===== src/rtl/fetch_stage.sv =====
// Instruction fetch stage.
// Issues in-order fetch requests to instruction memory, tracks outstanding
// requests with a small PC queue, buffers returned words, and presents one
// registered {pc, instruction} pair to decode. Redirects kill stale responses
// that are still in flight.
//
// Handshake rules:
//   - Request channel: a transfer happens in a cycle where imem_req_valid and
//     imem_req_ready are both high. While valid is high and ready is low,
//     imem_addr holds steady.
//   - Response channel: valid-only, in order, no back-pressure. Every response
//     matches the oldest outstanding request.
//   - Decode side: decode takes the output pair in a cycle where if_valid is
//     high and stall is low.
module fetch_stage #(
    parameter logic [31:0] RESET_PC = 32'h0000_0000
) (
    input  logic        clk,
    input  logic        rst,
    input  logic        stall,
    input  logic        redirect_valid,
    input  logic [31:0] redirect_pc,
    output logic        imem_req_valid,
    input  logic        imem_req_ready,
    output logic [31:0] imem_addr,
    input  logic        imem_rsp_valid,
    input  logic [31:0] imem_rsp_data,
    output logic [31:0] instruction,
    output logic [31:0] pc,
    output logic        if_valid
);

    localparam logic [31:0] NOP_INSN = 32'h0000_0013;

    // Fetch-side state
    logic [31:0] fetch_pc_q, fetch_pc_d;
    logic [1:0]  inflight_q, inflight_d;
    logic [1:0]  kill_q, kill_d;

    // PC queue: addresses of outstanding requests, oldest at the read pointer
    logic [31:0] pcq_q [2];
    logic [31:0] pcq_d [2];
    logic        pcq_wr_q, pcq_wr_d;
    logic        pcq_rd_q, pcq_rd_d;

    // Response buffer: {pc, instruction} pairs waiting for decode
    logic [31:0] buf_pc_q  [2];
    logic [31:0] buf_pc_d  [2];
    logic [31:0] buf_ins_q [2];
    logic [31:0] buf_ins_d [2];
    logic        buf_wr_q, buf_wr_d;
    logic        buf_rd_q, buf_rd_d;
    logic [1:0]  buf_cnt_q, buf_cnt_d;

    // Output registers
    logic [31:0] instruction_q, instruction_d;
    logic [31:0] pc_q, pc_d;
    logic        if_valid_q, if_valid_d;

    // Per-cycle events
    logic [2:0]  occupancy;
    logic        req_fire;
    logic        rsp_fire;
    logic        rsp_kill;
    logic        rsp_live;
    logic [31:0] rsp_pc;
    logic        out_load;
    logic        buf_push;
    logic        buf_pop;

    // Request issue and response classification
    always_comb begin
        occupancy      = {1'b0, inflight_q} + {1'b0, buf_cnt_q};
        // Counting outstanding requests together with buffered words keeps
        // the buffer from ever overflowing, whatever decode does.
        imem_req_valid = !rst && !redirect_valid && (occupancy < 3'd2);
        imem_addr      = fetch_pc_q;
        req_fire       = imem_req_valid && imem_req_ready;
        // A response with nothing outstanding is spurious and ignored.
        rsp_fire       = imem_rsp_valid && (inflight_q != 2'd0);
        rsp_kill       = rsp_fire && (kill_q != 2'd0);
        rsp_live       = rsp_fire && (kill_q == 2'd0) && !redirect_valid;
        rsp_pc         = pcq_q[pcq_rd_q];
        out_load       = !stall || !if_valid_q;
    end

    // Next state for fetch-PC, in-flight count, kill count and PC queue
    always_comb begin
        fetch_pc_d = fetch_pc_q;
        inflight_d = inflight_q;
        kill_d     = kill_q;
        pcq_d      = pcq_q;
        pcq_wr_d   = pcq_wr_q;
        pcq_rd_d   = pcq_rd_q;

        if (req_fire) begin
            fetch_pc_d        = fetch_pc_q + 32'd4;
            pcq_d[pcq_wr_q]   = fetch_pc_q;
            pcq_wr_d          = ~pcq_wr_q;
        end

        // Every response retires its PC-queue entry, killed or not, so the
        // queue head always matches the next response.
        if (rsp_fire) begin
            pcq_rd_d = ~pcq_rd_q;
        end

        inflight_d = inflight_q + {1'b0, req_fire} - {1'b0, rsp_fire};

        if (redirect_valid) begin
            fetch_pc_d = redirect_pc & 32'hFFFF_FFFC;
            // Everything still outstanding after this cycle is stale. No
            // request is issued in a redirect cycle, so the in-flight count
            // already includes anything left over from earlier redirects.
            kill_d     = inflight_q - {1'b0, rsp_fire};
        end else if (rsp_kill) begin
            kill_d = kill_q - 2'd1;
        end
    end

    // Next state for response buffer and output registers
    always_comb begin
        buf_pc_d      = buf_pc_q;
        buf_ins_d     = buf_ins_q;
        buf_wr_d      = buf_wr_q;
        buf_rd_d      = buf_rd_q;
        buf_cnt_d     = buf_cnt_q;
        instruction_d = instruction_q;
        pc_d          = pc_q;
        if_valid_d    = if_valid_q;
        buf_push      = 1'b0;
        buf_pop       = 1'b0;

        if (redirect_valid) begin
            // Redirect flushes everything on the decode side, even under stall.
            buf_wr_d   = 1'b0;
            buf_rd_d   = 1'b0;
            buf_cnt_d  = 2'd0;
            if_valid_d = 1'b0;
        end else begin
            buf_push = rsp_live;
            if (out_load) begin
                if (buf_cnt_q != 2'd0) begin
                    // Oldest buffered word goes first; any live response queues behind it.
                    pc_d          = buf_pc_q[buf_rd_q];
                    instruction_d = buf_ins_q[buf_rd_q];
                    if_valid_d    = 1'b1;
                    buf_pop       = 1'b1;
                end else if (rsp_live) begin
                    // Empty buffer: the response bypasses straight to decode.
                    pc_d          = rsp_pc;
                    instruction_d = imem_rsp_data;
                    if_valid_d    = 1'b1;
                    buf_push      = 1'b0;
                end else begin
                    // Nothing to hand over; keep the stale pair but mark it dead.
                    if_valid_d = 1'b0;
                end
            end

            if (buf_push) begin
                buf_pc_d[buf_wr_q]  = rsp_pc;
                buf_ins_d[buf_wr_q] = imem_rsp_data;
                buf_wr_d            = ~buf_wr_q;
            end
            if (buf_pop) begin
                buf_rd_d = ~buf_rd_q;
            end
            buf_cnt_d = buf_cnt_q + {1'b0, buf_push} - {1'b0, buf_pop};
        end
    end

    // Control and output registers with synchronous reset
    always_ff @(posedge clk) begin
        if (rst) begin
            fetch_pc_q    <= RESET_PC;
            inflight_q    <= 2'd0;
            kill_q        <= 2'd0;
            pcq_wr_q      <= 1'b0;
            pcq_rd_q      <= 1'b0;
            buf_wr_q      <= 1'b0;
            buf_rd_q      <= 1'b0;
            buf_cnt_q     <= 2'd0;
            instruction_q <= NOP_INSN;
            pc_q          <= 32'h0000_0000;
            if_valid_q    <= 1'b0;
        end else begin
            fetch_pc_q    <= fetch_pc_d;
            inflight_q    <= inflight_d;
            kill_q        <= kill_d;
            pcq_wr_q      <= pcq_wr_d;
            pcq_rd_q      <= pcq_rd_d;
            buf_wr_q      <= buf_wr_d;
            buf_rd_q      <= buf_rd_d;
            buf_cnt_q     <= buf_cnt_d;
            instruction_q <= instruction_d;
            pc_q          <= pc_d;
            if_valid_q    <= if_valid_d;
        end
    end

    // Queue storage; contents are only meaningful under the pointers/counts
    always_ff @(posedge clk) begin
        pcq_q     <= pcq_d;
        buf_pc_q  <= buf_pc_d;
        buf_ins_q <= buf_ins_d;
    end

    assign instruction = instruction_q;
    assign pc          = pc_q;
    assign if_valid    = if_valid_q;

endmodule


===== config.mk =====
export PLATFORM = sky130hd
export DESIGN_NAME = fetch_stage
export DESIGN_NICKNAME = d
export VERILOG_FILES = /design/src/rtl/fetch_stage.sv
export SDC_FILE = /design/constraint.sdc
export NUM_CORES = 1
export LEC_CHECK = 0
export BUFFER_PORTS_ARGS = -buffer_cell sky130_fd_sc_hd__buf_2
export CAP_MARGIN = 20
export CORE_AREA = 2 2 147 149
export CTS_CLUSTER_DIAMETER = 30
export CTS_CLUSTER_SIZE = 10
export DETAILED_ROUTE_END_ITERATION = 10
export DIE_AREA = 0 0 149 151
export GPL_ROUTABILITY_DRIVEN = 0
export GPL_TIMING_DRIVEN = 0
export PLACE_DENSITY = 0.78
export SLEW_MARGIN = 20
export SYNTH_ARGS = -nofsm -noshare
export SYNTH_HDL_FRONTEND = slang
export SYNTH_SLANG_ARGS = --single-unit

===== constraint.sdc =====
create_clock -name clk -period 6 [get_ports clk]
set_input_delay 0.6 -clock clk [delete_from_list [all_inputs] [get_ports clk]]
set_output_delay 0.6 -clock clk [all_outputs]
set_load 0.05 [all_outputs]

**After elaboration in Yosys (flattened, before gate mapping)**

Cells that the tools add are included.

- Register bits: 299
- Bits in latches: 0
- RAM bits: 0
- Bits in read-only memories: 0
- Input bits: 70
- Output and inout bits: 98
- Word-level logic and storage cells: 98
- Memories: 0

- $add $sub $neg: 8
- $mul: 0
- Divide/modulo/power cells: 0
- Magnitude comparators: 7
- Equal/unequal tests: 0
- Shift-type cells: 0
- Multiplexer cells: 32
- Bitwise logic cells: 9
- Reduce and logical (&&, ||, !) cells: 24

Operator list:

| operator | count |
|---|---|
| 2-to-1 mux 32 bit | 17 |
| bitwise mux 64 bit | 3 |
| demux 32 bit (select 1 bit) | 2 |
| adder 32 x 3 -> 32 bit (second input constant) | 1 |
| nonzero test 2 bit | 6 |
| logical AND 1 bit | 9 |
| >= comparator 2 bit (second input constant) | 4 |
| 2-to-1 mux 1 bit | 8 |
| inverter 1 -> 2 bit | 4 |
| subtractor 2 x 1 -> 2 bit | 3 |
| inverter 1 bit | 5 |
| adder 2 x 1 -> 2 bit | 2 |
| logical NOT 1 bit | 4 |
| less-than comparator 2 x 1 -> 1 bit (second input constant) | 2 |
| 2-to-1 mux 2 bit | 2 |
| adder 2 x 2 -> 3 bit | 1 |
| less-than comparator 3 x 2 -> 1 bit (second input constant) | 1 |
| AND reduction 3 bit | 1 |
| logical NOT 2 bit | 1 |
| AND reduction 2 bit | 1 |
| OR reduction 2 bit | 1 |
| subtractor 2 x 1 -> 2 bit (second input constant) | 1 |
| logical OR 1 bit | 1 |

**Longest topological paths before layout**

- Depth after elaboration: 9
- Depth in mapped cells: 11
- Mapped depth without buffers: 11

**Worst setup path before layout**

Ideal clock, no wire load.

- Path type: input -> register
- Start point: input redirect_valid
- End point: register buf_ins_q[32] in the netlist's numbering, enable pin
- Arrival: 4.136 ns
- Slack: 1.374 ns
- Cell stages on the path: 4
- Cell sequence: clkbuf_1 > clkbuf_1 > a211oi_1 > nor2b_1

- Cells in the longest elaborated chain, start to end: 6
- Elaborated cells between the ends (all ways): 7
- Classes of those cells: mux: 3; bitwise: 1; reduce/logical: 3

Ends and longest elaborated chain:

| what | line | RTL |
|---|---|---|
| start, declared | 21 | `input logic redirect_valid,` |
| logical NOT 1 bit | 82 | `rsp_live = rsp_fire && (kill_q == 2'd0) && !redirect_valid;` |
| logical AND 1 bit | 82 |  |
| 2-to-1 mux 1 bit | 143 | `if (buf_cnt_q != 2'd0) begin` |
| 2-to-1 mux 1 bit | 142 | `if (out_load) begin` |
| 2-to-1 mux 1 bit | 134 | `if (redirect_valid) begin` |
| AND reduction 2 bit (no source line) * | - |  |
| end signal, assigned | 206 | `buf_ins_q <= buf_ins_d;` |
| end, declared | 49 | `logic [31:0] buf_ins_q [2];` |

Every way passes the cells marked *; elsewhere a longest branch is shown, timed or not. The select of a mux whose other input is x is not followed.
A chain may end at the register's enable or synchronous reset.

**Worst setup path in the final report**

- Start point: register buf_cnt_q[0]
- End point: register pcq_q[20] in the netlist's numbering, enable pin

- Cells in the longest elaborated chain, start to end: 4

Ends and longest elaborated chain:

| what | line | RTL |
|---|---|---|
| start, declared | 53 | `logic [1:0] buf_cnt_q, buf_cnt_d;` |
| start signal, assigned | 195 | `buf_cnt_q <= buf_cnt_d;` |
| adder 2 x 2 -> 3 bit | 73 | `occupancy = {1'b0, inflight_q} + {1'b0, buf_cnt_q};` |
| less-than comparator 3 x 2 -> 1 bit | 76 | `imem_req_valid = !rst && !redirect_valid && (occupancy < 3'd2);` |
| logical AND 1 bit | 76 |  |
| logical AND 1 bit | 78 | `req_fire = imem_req_valid && imem_req_ready;` |
| end signal, assigned | 204 | `pcq_q <= pcq_d;` |
| end, declared | 41 | `logic [31:0] pcq_q [2];` |

No other way between the ends.

==> parameters.txt <==
Parameter                              Value

Global routing
  Antenna violations before repair    0
  Pin count of the biggest net entering global routing    40
  First-pass GRT wire length    45.18 mm
  Total GRT Usage    25.91%
  Grt total ovfl    0
  Number of global-route vias before repair    8532

Cells and area
  # diodes    0
  Proportion of layout cells with a drive suffix above 1    24.50%
  Core Util, Final    70.06%
  Area Overhead vs Synth    24.50%
  NumNets Final    1242
  Final cell count without fillers    1479

Run status
  Status    complete, no violations

Logic synthesis
  Combined area of all synthesized cells    11720 um^2
  Async SR Flop Fraction    0%
  Warning count from the yosys run    0
  Number of cells produced by synthesis    946
  Dominant cell type by area after synthesis    edfxtp_1
  Number of unique standard cell types used by synthesis    61
  Number of enable-type register cells in the synthesized netlist    184
  Dominant cell by count in the synthesized netlist    edfxtp_1
  Share of synthesized area occupied by flip-flops and latches    64.75%
  Flop and latch count out of synthesis    287
  Synth top area share    47.15%
  Flip-flop cell with the highest count after synthesis    edfxtp_1
  Cell types with the highest counts after synthesis    edfxtp_1 (184), nand2_1 (142), dfxtp_1 (103)
  Dominant cells by area after synthesis    edfxtp_1 (47%), dfxtp_1 (18%), mux2i_1 (5.6%)
  Synthesized area divided by synthesized cell count    12.39 um^2

Drt
  Final wirelength    29.26 mm
  Routed wire length per instance    19.78 um
  Per-cell via count in the routed design    5.888
  DRC violations left    0
  1st-pass router iterations    5
  Final ANT Viol Nets    0
  Initial drt markers    814
  Total number of vias    8708

Worst setup path
  CP Class    flip-flop to flip-flop
  Worst path arrival time    3.22 ns
  Reg-to-Reg End    pcq_q[20]
  Data required time of the critical path    6.14 ns
  Kind of end point of the critical path    flip-flop
  Worst r2r path cells    5
  Kind of launch point of the worst setup path    flip-flop
  Launching point of the worst reg2reg path    buf_cnt_q[0]
  Critical-path maximum fanout    30
  FF-to-FF setup slack    2.92 ns

Flow run
  Count of max-cap constraint violations    0

Die
  Die area    22500 um^2
  Starting density of the core    56.27%
  I/O pin cnt    168
  Die X-Extent    149 um
  Die Height    151 um
  Standard cell core area    20820 um^2
  Site row count    53

Pwr
  Internal Pwr Total    4.071 mW
  Power density of the placed cells    376.6 nW/um^2
  Leakage Power    5.116 nW
  Portion of total power attributed to combinational logic    10.9%
  Net switching power    1.422 mW
  Sequential group share of total power    41.1%
  Clock network power share    47.9%
  Worst voltage drop across the vdd grid    0.2049 mV
  Net Sw Frac    25.89%

Timing
  Final critical path time including I/O delays and setup    3.082 ns
  Setup repair after global routing missed its margin    false
  Final worst path period share    51.37%
  Final max-slew violation count    0
  Achievable frequency    324.4 MHz
  Setup Viol. Count Final    0
  Clock skew    0.01705 ns
  Slew Limit Headroom    27.35%
  Worst-margin pin slew    1.090 ns
  Number of failing hold endpoints at the final stage    0

Clock tree
  TritonCTS buffer count    48
  Number of buffers inserted by hold repair at cts    0
  Depth of the CTS H-tree    2
  Cts repair resizes    0
  Source-to-sink clock delay at the later pin of the worst-skew pair    0.53 ns
  Clock tree from TritonCTS    yes
  Clock sinks    287
  Post-CTS Setup Inserts    0
  Maximum buffer depth of the clock tree    3
  Clock input transition at the sequential cells of the worst setup and hold paths    0.05 ns
  Clock root buffer    clkbuf_16

Worst hold path
  Endpoint with the worst hold slack    buf_ins_q[38]
  Number of instances on the worst hold path    1
  Beginning of the worst hold path    imem_rsp_data[6]
  Tightest Hold Check Type    input port to flip-flop

Placed design
  Port-buffer cells    161
  Total instance count after detailed placement    1390
  HPWL after DPL    18.96 mm
==> critical path, stage by stage (launching register included) <==
cell      delay (ns)
dfxtp_1         0.38
and2_1          0.17
fa_1            0.46
nor3b_1         0.49
clkbuf_1        0.43
and3_2          0.75
==> layout make-up <==
type	count	area (um^2)
Buffer	66	266.5
Clock buffer	55	1270
Clock inverter	34	310.3
Fill cell	1408	6235
Inverter	17	63.81
Multi-Input combinational cell	579	3830
Sequential cell	287	7587
Tap cell	275	344.1
Timing Repair Buffer	166	915.9
==> sequential cells by signal, summed over array words and instances (netlist names), 2 cells and up <==
| name | flops |
|---|---|
| imem_addr | 30 |
| pcq_q | 60 |
| buf_ins_q | 64 |
| buf_cnt_q | 2 |
| pc | 30 |
| instruction | 32 |
| buf_pc_q | 60 |
| inflight_q | 2 |
| kill_q | 2 |
==> cell families after synthesis <==
family | Yosys count | synth area share, %
compound gates | 195 | 11.24
xor+xnor | 14 | 1.046
mux | 96 | 8.521
simple gates | 263 | 10.77
buf+inv | 83 | 2.819
flops | 287 | 64.75
fa+ha+maj | 7 | 0.8115
other cells | 1 | 0.03200
==> power by group through the flow <==
stage / logic (mW) / clock network, mW / registers, mW
finish: 0.601 / 2.63 / 2.26
global route: 0.639 / 2.73 / 2.27
CTS: 0.599 / 2.64 / 2.26
detailed placement: 0.590 / 0 / 2.29
global placement: 0.577 / 0 / 2.29
floorplan: 0.263 / 0 / 2.44
==> worst max path at each step <==
stage | start | endpoint | slack [ns] | cells after the start
4_1_cts | inflight_q[0] | pcq_q[12] | 2.91 | 5
3_3_place_gp | redirect_valid | buf_ins_q[63] | -0.69 | 5
2_1_floorplan | redirect_valid | buf_ins_q[32] | 1.37 | 4
3_5_place_dp | redirect_valid | buf_ins_q[63] | 2.75 | 8
5_1_grt | buf_cnt_q[0] | pcq_q[12] | 2.75 | 5
6_report | buf_cnt_q[0] | pcq_q[20] | 2.92 | 5
==> per-layer routing <==
| metal | global-route usage (%) | vias to the layer above | share of wire (%) |
|---|---|---|---|
| met3 | 4.157 | 80 | 8.9 |
| met4 | 11.38 | 0 | 3.2 |
| met2 | 41.75 | 471 | 48 |
| met1 | 35.10 | 4131 | 40 |
| li1 | - | 4026 | - |
| met5 | 0 | - | 0 |
==> per-stage QoR <==
stage	total power, mW	setup slack, ns	hold WS, ns	setup TNS (ns)	instance area, um^2
after floorplan	2.701	1.374	0.4983	0	11730
after global placement	2.868	-0.6946	0.4407	-42.86	12880
after detailed placement	2.884	2.750	0.4444	0	13010
after CTS	5.501	2.907	0.2628	0	14590
after global routing	5.641	2.753	0.2663	0	14590
final	5.493	2.918	0.2761	0	14590
==> cell usage in the layout, fill, tap and decap left out, types with 5 or more instances in the layout <==
| cell type | count |
|---|---|
| nand2_1 | 142 |
| or4_1 | 5 |
| or3_1 | 5 |
| buf_2 | 164 |
| nand3_1 | 10 |
| clkinv_1 | 8 |
| o211ai_1 | 67 |
| clkinvlp_4 | 6 |
| edfxtp_1 | 184 |
| a21oi_1 | 67 |
| and2_1 | 6 |
| ha_1 | 6 |
| and3_1 | 5 |
| nand4_1 | 15 |
| buf_1 | 10 |
| a211oi_1 | 15 |
| clkbuf_16 | 50 |
| dfxtp_1 | 103 |
| clkinv_2 | 10 |
| nor3_1 | 11 |
| mux2_2 | 30 |
| a311oi_1 | 5 |
| mux2i_1 | 66 |
| and4_1 | 15 |
| xnor2_1 | 8 |
| xor2_1 | 6 |
| clkbuf_1 | 54 |
| nor2_1 | 26 |
| inv_1 | 16 |
| o21ai_0 | 7 |
No activity file was read; power rests on OpenSTA's default activity.
